<file path="config.mk">
export PLATFORM = sky130hd
export DESIGN_NAME = unidad_control_multiciclo
export DESIGN_NICKNAME = d
export VERILOG_FILES = /design/src/rtl/unidad_control_multiciclo_pkg.sv /design/src/rtl/unidad_control_multiciclo_contador.sv /design/src/rtl/unidad_control_multiciclo.sv
export SDC_FILE = /design/constraint.sdc
export NUM_CORES = 1
export LEC_CHECK = 0
export ABC_CLOCK_PERIOD_IN_PS = 3500
export CORE_MARGIN = 1.5
export CORE_UTILIZATION = 47
export CTS_CLUSTER_DIAMETER = 100
export DETAILED_ROUTE_END_ITERATION = 7
export PLACE_DENSITY_LB_ADDON = 0.15
export SETUP_SLACK_MARGIN = 0.4
export SKIP_LAST_GASP = 1
export SYNTH_ARGS = -nofsm -noshare
export SYNTH_HDL_FRONTEND = slang
export SYNTH_SLANG_ARGS = --single-unit
</file>
<file path="constraint.sdc">
create_clock -name clk -period 3.5 [get_ports clk]
set_input_delay 1.05 -clock clk [delete_from_list [all_inputs] [get_ports clk]]
set_output_delay 1.05 -clock clk [all_outputs]
set_load 0.01 [all_outputs]
</file>
<file path="src/rtl/unidad_control_multiciclo_pkg.sv">
// Shared constants for the multi-cycle MIPS control unit: opcodes, state
// encoding and datapath mux selects.
package unidad_control_multiciclo_pkg;

  localparam logic [5:0] OP_TIPO_R = 6'b000000;
  localparam logic [5:0] OP_LW     = 6'b100011;
  localparam logic [5:0] OP_SW     = 6'b101011;
  localparam logic [5:0] OP_BEQ    = 6'b000100;
  localparam logic [5:0] OP_J      = 6'b000010;
  localparam logic [5:0] OP_ADDI   = 6'b001000;

  typedef enum logic [3:0] {
    S_FETCH     = 4'd0,
    S_DECODE    = 4'd1,
    S_MEM_ADDR  = 4'd2,
    S_MEM_READ  = 4'd3,
    S_MEM_WB    = 4'd4,
    S_MEM_WRITE = 4'd5,
    S_R_EXEC    = 4'd6,
    S_R_WB      = 4'd7,
    S_BEQ       = 4'd8,
    S_JUMP      = 4'd9,
    S_ADDI_EXEC = 4'd10,
    S_ADDI_WB   = 4'd11
  } estado_t;

  localparam logic [1:0] ALU_B_REG      = 2'b00;
  localparam logic [1:0] ALU_B_CUATRO   = 2'b01;
  localparam logic [1:0] ALU_B_INM      = 2'b10;
  localparam logic [1:0] ALU_B_INM_DESP = 2'b11;

  localparam logic [1:0] ALU_OP_SUMA  = 2'b00;
  localparam logic [1:0] ALU_OP_RESTA = 2'b01;
  localparam logic [1:0] ALU_OP_FUNCT = 2'b10;

  localparam logic [1:0] PC_ALU     = 2'b00;
  localparam logic [1:0] PC_ALU_OUT = 2'b01;
  localparam logic [1:0] PC_SALTO   = 2'b10;

  // States that wait on the memory ready handshake
  function automatic logic es_estado_memoria(input estado_t e);
    return (e == S_FETCH) || (e == S_MEM_READ) || (e == S_MEM_WRITE);
  endfunction

endpackage

</file>
<file path="src/rtl/unidad_control_multiciclo_contador.sv">
// Saturating up-counter; holds at all-ones instead of wrapping.
module contador_saturado #(
  parameter int ANCHO = 16
) (
  input  logic             clk,
  input  logic             reset,
  input  logic             habilitar,
  output logic [ANCHO-1:0] cuenta
);

  always_ff @(posedge clk or posedge reset) begin
    if (reset) begin
      cuenta <= '0;
    end else if (habilitar && (cuenta != '1)) begin
      cuenta <= cuenta + 1'b1;
    end
  end

endmodule

</file>
<file path="src/rtl/unidad_control_multiciclo.sv">
// Multi-cycle MIPS control unit: Moore FSM sequencing fetch/decode/execute/
// memory/write-back, memory ready timeout, retire counter and sticky errors.
//
// state       | meaning
// FETCH 0     | read instruction, PC += 4 when memory ready
// DECODE 1    | read registers, precompute branch target
// MEM_ADDR 2  | effective address for LW/SW
// MEM_READ 3  | data read;  MEM_WB 4 | load write-back
// MEM_WRITE 5 | data write, retires on ready
// R_EXEC 6    | R-type ALU;  R_WB 7 | R-type write-back
// BEQ 8       | compare and conditional PC write;  JUMP 9 | PC <- target
// ADDI_EXEC 10| immediate add;  ADDI_WB 11 | immediate write-back
module unidad_control_multiciclo
  import unidad_control_multiciclo_pkg::*;
#(
  parameter int ANCHO_CONT     = 16,
  parameter int MAX_ESPERA     = 8,
  parameter int HABILITAR_ADDI = 1
) (
  input  logic                  clk,
  input  logic                  reset,
  input  logic [5:0]            codigo_operacion,
  input  logic                  mem_listo,
  output logic                  pc_escribir,
  output logic                  pc_escribir_cond,
  output logic                  iord,
  output logic                  mem_leer,
  output logic                  mem_escribir,
  output logic                  ir_escribir,
  output logic                  mem_a_reg,
  output logic                  destino_reg,
  output logic                  reg_escribir,
  output logic                  alu_fuente_a,
  output logic [1:0]            alu_fuente_b,
  output logic [1:0]            alu_operacion,
  output logic [1:0]            fuente_pc,
  output logic [3:0]            estado,
  output logic                  instr_terminada,
  output logic [ANCHO_CONT-1:0] contador_instr,
  output logic                  op_invalida,
  output logic                  error_memoria
);

  localparam int ANCHO_ESP = $clog2(MAX_ESPERA + 2);
  localparam logic [ANCHO_ESP-1:0] LIMITE_ESPERA = ANCHO_ESP'(MAX_ESPERA);

  estado_t              estado_q;
  logic [ANCHO_ESP-1:0] espera_q;
  logic                 esperando;
  logic                 timeout;

  assign esperando = es_estado_memoria(estado_q) && !mem_listo;
  assign timeout   = (MAX_ESPERA != 0) && esperando && (espera_q == LIMITE_ESPERA);
  assign estado    = estado_q;

  always_ff @(posedge clk or posedge reset) begin
    if (reset) begin
      estado_q      <= S_FETCH;
      espera_q      <= '0;
      op_invalida   <= 1'b0;
      error_memoria <= 1'b0;
    end else begin
      // Counter saturates so MAX_ESPERA = 0 (no timeout) never wraps it
      if (esperando && !timeout) begin
        if (espera_q != '1) espera_q <= espera_q + 1'b1;
      end else begin
        espera_q <= '0;
      end

      if (timeout) begin
        error_memoria <= 1'b1;
        estado_q      <= S_FETCH;
      end else begin
        case (estado_q)
          S_FETCH:     if (mem_listo) estado_q <= S_DECODE;
          S_DECODE: begin
            case (codigo_operacion)
              OP_LW, OP_SW: estado_q <= S_MEM_ADDR;
              OP_TIPO_R:    estado_q <= S_R_EXEC;
              OP_BEQ:       estado_q <= S_BEQ;
              OP_J:         estado_q <= S_JUMP;
              OP_ADDI: begin
                if (HABILITAR_ADDI != 0) begin
                  estado_q <= S_ADDI_EXEC;
                end else begin
                  op_invalida <= 1'b1;
                  estado_q    <= S_FETCH;
                end
              end
              default: begin
                op_invalida <= 1'b1;
                estado_q    <= S_FETCH;
              end
            endcase
          end
          S_MEM_ADDR:  estado_q <= (codigo_operacion == OP_SW) ? S_MEM_WRITE : S_MEM_READ;
          S_MEM_READ:  if (mem_listo) estado_q <= S_MEM_WB;
          S_MEM_WRITE: if (mem_listo) estado_q <= S_FETCH;
          S_R_EXEC:    estado_q <= S_R_WB;
          S_ADDI_EXEC: estado_q <= S_ADDI_WB;
          default:     estado_q <= S_FETCH;
        endcase
      end
    end
  end

  always_comb begin
    pc_escribir      = 1'b0;
    pc_escribir_cond = 1'b0;
    iord             = 1'b0;
    mem_leer         = 1'b0;
    mem_escribir     = 1'b0;
    ir_escribir      = 1'b0;
    mem_a_reg        = 1'b0;
    destino_reg      = 1'b0;
    reg_escribir     = 1'b0;
    alu_fuente_a     = 1'b0;
    alu_fuente_b     = ALU_B_REG;
    alu_operacion    = ALU_OP_SUMA;
    fuente_pc        = PC_ALU;
    instr_terminada  = 1'b0;
    case (estado_q)
      S_FETCH: begin
        mem_leer     = 1'b1;
        alu_fuente_b = ALU_B_CUATRO;
        pc_escribir  = mem_listo;
        ir_escribir  = mem_listo;
      end
      S_DECODE:    alu_fuente_b = ALU_B_INM_DESP;
      S_MEM_ADDR: begin
        alu_fuente_a = 1'b1;
        alu_fuente_b = ALU_B_INM;
      end
      S_MEM_READ: begin
        mem_leer = 1'b1;
        iord     = 1'b1;
      end
      S_MEM_WB: begin
        reg_escribir    = 1'b1;
        mem_a_reg       = 1'b1;
        instr_terminada = 1'b1;
      end
      S_MEM_WRITE: begin
        mem_escribir    = 1'b1;
        iord            = 1'b1;
        instr_terminada = mem_listo;
      end
      S_R_EXEC: begin
        alu_fuente_a  = 1'b1;
        alu_operacion = ALU_OP_FUNCT;
      end
      S_R_WB: begin
        reg_escribir    = 1'b1;
        destino_reg     = 1'b1;
        instr_terminada = 1'b1;
      end
      S_BEQ: begin
        alu_fuente_a     = 1'b1;
        alu_operacion    = ALU_OP_RESTA;
        pc_escribir_cond = 1'b1;
        fuente_pc        = PC_ALU_OUT;
        instr_terminada  = 1'b1;
      end
      S_JUMP: begin
        pc_escribir     = 1'b1;
        fuente_pc       = PC_SALTO;
        instr_terminada = 1'b1;
      end
      S_ADDI_EXEC: begin
        alu_fuente_a = 1'b1;
        alu_fuente_b = ALU_B_INM;
      end
      S_ADDI_WB: begin
        reg_escribir    = 1'b1;
        instr_terminada = 1'b1;
      end
      default: ;
    endcase
    // Reset and the timeout cycle must never leak a write or a retire
    if (reset || timeout) begin
      pc_escribir      = 1'b0;
      pc_escribir_cond = 1'b0;
      mem_leer         = 1'b0;
      mem_escribir     = 1'b0;
      ir_escribir      = 1'b0;
      reg_escribir     = 1'b0;
      instr_terminada  = 1'b0;
    end
  end

  contador_saturado #(
    .ANCHO(ANCHO_CONT)
  ) u_contador (
    .clk      (clk),
    .reset    (reset),
    .habilitar(instr_terminada),
    .cuenta   (contador_instr)
  );

endmodule

</file>
# --- Word-level counts from Yosys, hierarchy flattened ---
# Index checks and enable logic that the tools add are counted.
totals:
  word_cells: 83
  ramBits: 0
  memories: 0
  latch_bits: 0
  romBits: 0
  out_inout_bits: 39
  register_bits: 26
op_classes:
  addsub: 2
  n_mul: 0
  eq_ne: 23
  n_mux: 30
  n_reduce_logical: 21
  n_div: 0
  shift: 0
  n_lt_le_gt_ge: 0
  bitwise: 2
ops:
  columns: ["cell", "n"]
  rows:
  - ["4-bit case mux with 7 select lines", 1]
  - ["4-bit 2-to-1 mux", 6]
  - ["4-bit == test (second input constant)", 5]
  - ["4-bit case mux with 5 select lines", 1]
  - ["16-bit by 1-bit adder with 16-bit output (second input constant)", 1]
  - ["4-bit by 3-bit == test with 1-bit output (second input constant)", 4]
  - ["1-bit 2-to-1 mux", 16]
  - ["16-bit != test (second input constant)", 1]
  - ["6-bit == test (second input constant)", 2]
  - ["3-bit != test (second input constant)", 3]
  - ["4-bit by 2-bit == test with 1-bit output (second input constant)", 2]
  - ["2-bit case mux with 2 select lines", 2]
  - ["2-bit OR reduction", 4]
  - ["6-bit by 2-bit == test with 1-bit output (second input constant)", 1]
  - ["6-bit by 3-bit == test with 1-bit output (second input constant)", 1]
  - ["6-bit by 4-bit == test with 1-bit output (second input constant)", 1]
  - ["6-bit zero test", 1]
  - ["2-bit case mux with 3 select lines", 1]
  - ["3-bit AND reduction", 2]
  - ["6-bit OR reduction", 1]
  - ["5-bit OR reduction", 1]
  - ["4-bit by 1-bit adder with 4-bit output (second input constant)", 1]
  - ["4-bit by 1-bit == test with 1-bit output (second input constant)", 1]
  - ["1-bit logical AND", 4]
  - ["10 further kinds", 15]

# --- Depth between registers and ports, before layout ---
# Gate-level depths: netlist of run 1.
depth:
  depth_word: 8
  mapped_depth: 7
  depth_no_buf: 7

# --- By module ---
# Synthesis of run 1 repeated with hierarchy kept, for this count alone.
hier_totals:
  cells_unflattened: 183
  hier_area_um2: 1696.6
by_module_without_submodules:
  columns: ["module", "cells_each", "area_each_um2", "n_inst"]
  rows:
  - ["unidad_control_multiciclo", 112, 890.9, 1]
  - ["contador_saturado", 71, 805.8, 1]

# --- Worst setup path before layout of run 1 ---
# No wires, ideal clock.
synth_path:
  path_kind: "input -> output"
  start: "input reset"
  end: "output instr_terminada"
  arrival_time_ns: 2.293
  path_buffers: 0
  slack_ns: 0.157
  stages: 4
  path_cell_list: "inv_1 nand3_1 or2_2 inv_1"
synth_between:
  elab_chain_len: 2
synth_rtl:
  columns: ["item", "line", "rtl"]
  rows:
  - ["start: declaration", "unidad_control_multiciclo.sv:21", "input logic reset,"]
  - ["1-bit logical OR", "unidad_control_multiciclo.sv:180", "if (reset || timeout) begin"]
  - ["1-bit 2-to-1 mux", "unidad_control_multiciclo.sv:180", null]
  - ["end: declaration", "unidad_control_multiciclo.sv:38", "output logic instr_terminada,"]
# No other way between the ends.

# --- Worst setup path in the final report of run 1 ---
layout_path:
  start: "input mem_listo"
  end: "output mem_escribir"
layout_between:
  elab_chain_len: 5
layout_rtl:
  columns: ["item", "line", "rtl"]
  rows:
  - ["start: declaration", "unidad_control_multiciclo.sv:23", "input logic mem_listo,"]
  - ["1-bit zero test", "unidad_control_multiciclo.sv:52", "assign esperando = es_estado_memoria(estado_q) && !mem_listo;"]
  - ["1-bit logical AND", "unidad_control_multiciclo.sv:52", null]
  - ["1-bit logical AND", "unidad_control_multiciclo.sv:53", "assign timeout = (MAX_ESPERA != 0) && esperando && (espera_q == LIMITE_ESPERA);"]
  - ["1-bit logical OR", "unidad_control_multiciclo.sv:180", null]
  - ["1-bit 2-to-1 mux", "unidad_control_multiciclo.sv:180", null]
  - ["end: declaration", "unidad_control_multiciclo.sv:28", "output logic mem_escribir,"]
# No other way between the ends.

==> results of run 1 <==
==> layer usage <==
layer	share of wire [%]	track usage, %
met5	0	0
met4	3.9	13.3
met3	3.5	3.24
met2	48	38.4
met1	45	28.3
==> state kept, by name, summed over array words and instances, names as in the netlist <==
register / cells
op_invalida: 1
error_memoria: 1
u_contador.cuenta: 16
estado: 4
espera_q: 4
==> repair_timing <==
item,4_1_cts,5_1_grt
pin swaps,4,4
hold buffers,0,0
hold endpoints to repair,0,0
setup endpoints to repair,12,9
gates resized for setup,34,17
setup buffers,5,0
==> worst paths after layout <==
check / start / endpoint / slack [ps]
max: mem_listo / mem_escribir / 400
min: error_memoria$_DFFE_PP0P_ / error_memoria$_DFFE_PP0P_ / 500
max reg2reg: estado[3]$_DFFE_PP0P_ / u_contador.cuenta[11]$_DFFE_PP0P_ / 1210
min reg2reg: error_memoria$_DFFE_PP0P_ / error_memoria$_DFFE_PP0P_ / 500
max in group asynchronous: reset / estado[3]$_DFFE_PP0P_ / 2260
min in group asynchronous: reset / u_contador.cuenta[14]$_DFFE_PP0P_ / 970
==> cell type report <==
| type | instances | area [um2] |
|---|---|---|
| inverters | 10 | 41.3 |
| repair buffers | 64 | 589 |
| fillers | 292 | 988 |
| flip-flops and latches | 26 | 658 |
| well taps | 46 | 57.6 |
| clock buffers | 4 | 36.3 |
| multi-input cells | 146 | 992 |
==> metrics by stage <==
step / instance area [um2] / TNS [ps] / cells / utilization, %
floorplan: 1670 / 0 / 192 / -
global placement: 2230 / -1910 / 287 / 66.2
CTS: 2320 / 0 / 296 / 69.1
global route: 2370 / 0 / 296 / 70.6
detailed placement: 2230 / -2060 / 287 / 66.2
finish: 2370 / 0 / 296 / 70.6
==> cells by family (layout without fill, tap and decap cells) <==
family	Yosys count	in the layout	synth area share (%)
AOI/OAI and AO/OA	23	23	9.57
DFF	26	26	39.2
xor gates and xnor gates	17	17	8.97
adders and majority gates	3	3	2.26
muxes	4	4	2.49
and+or+nand+nor	99	99	31.9
buffers and inverters	20	78	5.65
==> power breakdown <==
group          switching (W)  leakage (nW)  internal (W)
combinational       0.000305         0.666      0.000310
clock              0.0000896        0.0210     0.0000638
sequential         0.0000608         0.319      0.000342
total               0.000456          1.01      0.000716
==> placed cells by master (no fill, tap or decap), types with 3 or more instances in the layout <==
cell,count
a21oi_1,5
buf_4,16
clkbuf_4,3
clkdlybuf4s15_1,3
clkdlybuf4s50_1,36
dfrtp_1,20
dfrtp_2,6
ha_1,3
inv_1,8
nand2_1,14
nand3_1,10
nand3b_1,5
nand4_1,5
nor2_1,19
nor3_1,17
nor4_1,5
o21ai_0,4
or2_2,5
xnor2_1,8
xor2_1,8
==> impl_metrics.csv, run 1 <==
group,metric,value,unit
timing,period_share,88.5,%
yosys,synth_top_area_share,39.2,%
route,drc,0,
route,detailed_route_wl,4260,um
route,ant_nets,0,
critical_path,timing.critical_path.slowest_cell_delay,290,ps
yosys,synth_async_sr_flop_share,100,%
yosys,syn_area,1660,um2
global_routing,antenna_found_initial,0,
cells_and_area,layout-drive-gt1-share,20.0,%
clock_tree,cts_inserted_buffers,3,
yosys,cells_after_synth,192,
placed_design,gpl_congestion,0.903,
cells_and_area,layout.nets,263,
die,core_region_area,3360,um2
die,die_width,62.4,um
timing,setup_viol,0,
power_and_ir_drop,power.static_leakage,1.01,nW
yosys,most_used_flip_flop_cell_after_synthesis,"dfrtp_1",
clock_tree,tritoncts_num_sinks,26,
die,initial_utilization,49.4,%
die,num_io_pins,48,
die,floorplan_row_count,21,
placed_design,port_buffers,47,
clock_tree,tritoncts,"yes",
timing,fin_ws,401,ps
route,routed-via-count,1638,
clock_tree,cts.path.max_buffers,2,
yosys,synth_area_per_cell,8.65,um2
timing,grt_setup_unrepaired,"yes",
die,fp.dieArea,3900,um2
critical_path,type_of_the_setup_path_with_the_least_slack,"in2out",
power_and_ir_drop,vdd_ir_drop_max,0.225,mV
global_routing,grt_first_pass_wirelength,7280,um
critical_path,path_cells,"buf_6 -> buf_6 -> nor4_4 -> or2_4 -> nor3_1 -> dlygate4sd2_1",
critical_path,cp_data_required_time,2450,ps
critical_path,crit_path_max_fanout,4,
yosys,synth_nets,204,
power_and_ir_drop,total_power,0.00117,W
critical_path,cp_slowest_cell,"nor4_4",
global_routing,global_route.overflow_total,0,
route,drt_first_iter_violations,77,
route,detailedRoute.firstPassIterationCount,4,
critical_path,worstRegToRegCells,7,
placed_design,post-place-ws,-459,ps
die,die-height,62.4,um
yosys,synth.ff_latch_count,26,
yosys,netlist_top_cells_area,"dfrtp_1 (39%), nor3_1 (5.1%), xnor2_1 (4.7%)",
yosys,yosys-top-cells-count,"dfrtp_1 (26), nor2_1 (19), nor3_1 (17), nand2_1 (14)",
route,avgViaCountPerCell,5.53,
timing,clock.fmax,323,MHz
global_routing,grt.total_usage,23.0,%
cells_and_area,antennaDiodeCount,0,
timing,timing_hold_violations_final,0,
critical_path,cp-end-kind,"primary output",
clock_tree,h-tree-depth,1,
global_routing,number_of_global_route_vias_before_repair,1614,
power_and_ir_drop,p_per_area,493,nW/um2
critical_path,crit_arrival,2050,ps
yosys,synth-warning-count,0,
status,run_status,"finished, final reports clean",
min_path,hold_path_class,"reg2reg",
timing,finalMaxSlewViolations,0,
critical_path,setup.worst_path.start_class,"primary input",
flow_run,max-cap-violations,0,
critical_path,cp_top_family,"simple AND/OR/NAND/NOR gates",
clock_tree,ctsRootBufferMaster,"clkbuf_4",
min_path,whs_path_depth,1,
timing,maxSlewHeadroom,50.9,%
yosys,synth_cell_types,40,
yosys,synth_enable_flop_cells,0,
yosys,synth_sequential_area_ratio,39.2,%
timing,holdWs,500,ps
clock_tree,worst_setup_hold_path_clk_slew,140,ps
yosys,most_numerous_cell_in_the_yosys_netlist,"dfrtp_1",
global_routing,grt_max_degree,27,
critical_path,critPathMostFrequentCell,"buf_6",
clock_tree,worst_skew_pair.late_latency,330,ps
placed_design,post-dp-hpwl,3140,um
yosys,library_cell_occupying_the_most_area_in_the_post_synthesis_netlist,"dfrtp_1",
critical_path,critical_path_depth,6,
route,wire_per_inst,14.4,um
timing,max_slew.worst_pin.slew,730,ps
cells_and_area,syn2layout_area_growth,43.0,%
timing,clock-skew-final,8.23,ps
critical_path,worst-path-buf-inv,3,
timing,finalCriticalPeriod,3100,ps
(Power assumes the default switching activity.)
==> run 2, diff against run 1 <==
--- a/config.mk
+++ b/config.mk
@@ -7,9 +7,10 @@
 export LEC_CHECK = 0
 export ABC_CLOCK_PERIOD_IN_PS = 3500
 export CORE_MARGIN = 1.5
-export CORE_UTILIZATION = 47
+export CORE_UTILIZATION = 62
 export CTS_CLUSTER_DIAMETER = 100
 export DETAILED_ROUTE_END_ITERATION = 7
+export DONT_BUFFER_PORTS = 1
 export PLACE_DENSITY_LB_ADDON = 0.15
 export SETUP_SLACK_MARGIN = 0.4
 export SKIP_LAST_GASP = 1
==> run 2 against run 1 <==
Register-to-register slack got worse by 40 ps. Via count decreased by 11%. Critical endpoint is now pc_escribir. Largest power group is now sequential cells. Largest cell class unchanged. Die area decreased by 23%. Sequential cell count is the same. Non-clock buffer count decreased by 57. Hold slack gained 57 ps.
==> impl_metrics.csv, run 2 (synthesized netlist as in run 1, its figures left out) <==
group,metric,value,unit
die,num_io_pins,48,
die,die-height,54.8,um
clock_tree,cts.path.max_buffers,2,
die,initial_utilization,66.4,%
die,die_width,54.8,um
global_routing,antenna_found_initial,0,
clock_tree,worst_setup_hold_path_clk_slew,130,ps
clock_tree,worst_skew_pair.late_latency,330,ps
route,drc,0,
timing,setup-tns-final,0,ps
placed_design,port_buffers,0,
timing,maxSlewHeadroom,44.2,%
route,detailed_route_wl,3790,um
power_and_ir_drop,p_per_area,551,nW/um2
timing,period_share,87.1,%
timing,clock-skew-final,6.44,ps
critical_path,cp_slowest_cell,"a2111oi_2",
clock_tree,cts_inserted_buffers,3,
timing,clock.fmax,328,MHz
critical_path,timing.critical_path.slowest_cell_delay,390,ps
global_routing,grt.total_usage,25.7,%
critical_path,worst-path-buf-inv,2,
die,fp.dieArea,3000,um2
cells_and_area,syn2layout_area_growth,6.33,%
critical_path,crit_arrival,2000,ps
route,avgViaCountPerCell,6.52,
route,detailedRoute.firstPassIterationCount,4,
clock_tree,h-tree-depth,1,
status,run_status,"finished, final reports clean",
timing,grt_setup_unrepaired,"no",
placed_design,post-dp-hpwl,2710,um
clock_tree,quantity_of_hold_fixing_buffers_added_after_cts,0,
cells_and_area,layout-drive-gt1-share,14.0,%
clock_tree,tritoncts_num_sinks,26,
cells_and_area,antennaDiodeCount,0,
route,ant_nets,0,
global_routing,grt_first_pass_wirelength,5440,um
cells_and_area,finish.utilization,70.6,%
power_and_ir_drop,power.static_leakage,0.753,nW
timing,finalMaxSlewViolations,0,
timing,setup_viol,0,
route,wire_per_inst,17.0,um
cells_and_area,number_of_flip_flops_in_the_largest_register,16,
timing,finalCriticalPeriod,3050,ps
cells_and_area,registers.top_by_ff_count,"u_contador.cuenta",
critical_path,cp_top_family,"compound AO/OA/AOI/OAI gates",
critical_path,setup.worst_path.start_class,"primary input",
timing,timing_hold_violations_final,0,
critical_path,type_of_the_setup_path_with_the_least_slack,"in2out",
clock_tree,ctsRootBufferMaster,"clkbuf_4",
global_routing,global_route.overflow_total,0,
power_and_ir_drop,vdd_ir_drop_max,0.479,mV
critical_path,crit_path_max_fanout,5,
timing,max_slew.worst_pin.slew,829,ps
global_routing,number_of_global_route_vias_before_repair,1237,
cells_and_area,layout.cells.most_common_list,"dfrtp_1 (24), nor2_1 (19), nor3_1 (16), nand2_1 (14), nand3_1 (10)",
die,core_region_area,2500,um2
clock_tree,tritoncts,"yes",
flow_run,max-cap-violations,0,
min_path,hold_path_class,"reg2reg",
critical_path,path_cells,"inv_1 -> or3_1 -> a2111oi_2 -> buf_4",
critical_path,cp-end-kind,"primary output",
route,drt_first_iter_violations,33,
die,floorplan_row_count,18,
critical_path,cp_data_required_time,2450,ps
global_routing,grt_max_degree,27,
cells_and_area,final_common_cell,"dfrtp_1",
cells_and_area,layout.nets,206,
placed_design,gpl_congestion,0.820,
cells_and_area,final_layout_fill_cell_count,202,
route,routed-via-count,1453,
[run 2: final cells by class]
| class | instances | area, um2 | share of cell area, % |
|---|---|---|---|
| Tap cell | 30 | 37.5 | 2.13 |
| Timing Repair Buffer | 7 | 50.0 | 2.83 |
| Inverter | 10 | 41.3 | 2.34 |
| Multi-Input combinational cell | 146 | 945 | 53.5 |
| Clock buffer | 4 | 36.3 | 2.06 |
| Sequential cell | 26 | 656 | 37.1 |
[run 2: final timing paths]
path | end | slack (ps) | cells past startpoint | from
max | pc_escribir | 450 | 4 | mem_listo
min | error_memoria$_DFFE_PP0P_ | 560 | 1 | error_memoria$_DFFE_PP0P_
max reg2reg | u_contador.cuenta[11]$_DFFE_PP0P_ | 1170 | 6 | estado[1]$_DFFE_PP0P_
min reg2reg | error_memoria$_DFFE_PP0P_ | 560 | 1 | error_memoria$_DFFE_PP0P_
max in group asynchronous | estado[0]$_DFFE_PP0P_ | 2570 | 2 | reset
min in group asynchronous | estado[1]$_DFFE_PP0P_ | 660 | 2 | reset
[run 2: worst register-to-register path: stages (launching register included)]
cell and delay (ps):
dfrtp_1 480, buf_4 240, nand2b_1 130, nand3_1 140
or4_1 680, nor4_1 410, xor2_1 180
[run 2: what timing repair did]
item | CTS | global route
setup endpoints to repair | 4 | 6
cloned | 0 | 0
buffers inserted | 0 | 1
gates resized for setup | 1 | 7
[run 2: per-layer routing]
metal | vias to the layer above | track usage, % | wire [um]
met4 | 0 | 11.7 | 61
met2 | 64 | 41.3 | 1860
met5 | - | 0 | 0
li1 | 682 | - | -
met1 | 701 | 31.2 | 1590
met3 | 6 | 7.92 | 292
[run 2: metrics by stage]
step,setup slack (ps),cell area [um2],hold WS [ps],total power (W),instances
after floorplan,468,1670,493,0.000717,192
after global placement,500,1690,521,0.000773,218
after detailed placement,417,1690,532,0.000792,218
after CTS,403,1730,564,0.000949,222
after global routing,389,1770,572,0.00104,223
final,450,1770,557,0.000972,223
[run 2: power by group]
part	total [W]	internal (W)	switching, W
logic	0.000399	0.000164	0.000235
clock network	0.000152	0.0000637	0.0000888
registers	0.000421	0.000342	0.0000791
==> run 3, diff against run 2 <==
--- a/config.mk
+++ b/config.mk
@@ -7,10 +7,10 @@
 export LEC_CHECK = 0
 export ABC_CLOCK_PERIOD_IN_PS = 3500
 export CORE_MARGIN = 1.5
-export CORE_UTILIZATION = 62
+export CORE_UTILIZATION = 47
 export CTS_CLUSTER_DIAMETER = 100
+export CTS_CLUSTER_SIZE = 16
 export DETAILED_ROUTE_END_ITERATION = 7
-export DONT_BUFFER_PORTS = 1
 export PLACE_DENSITY_LB_ADDON = 0.15
 export SETUP_SLACK_MARGIN = 0.4
 export SKIP_LAST_GASP = 1
==> results of run 3 <==
Final layout, timing and power as in run 1 (identical DEF).
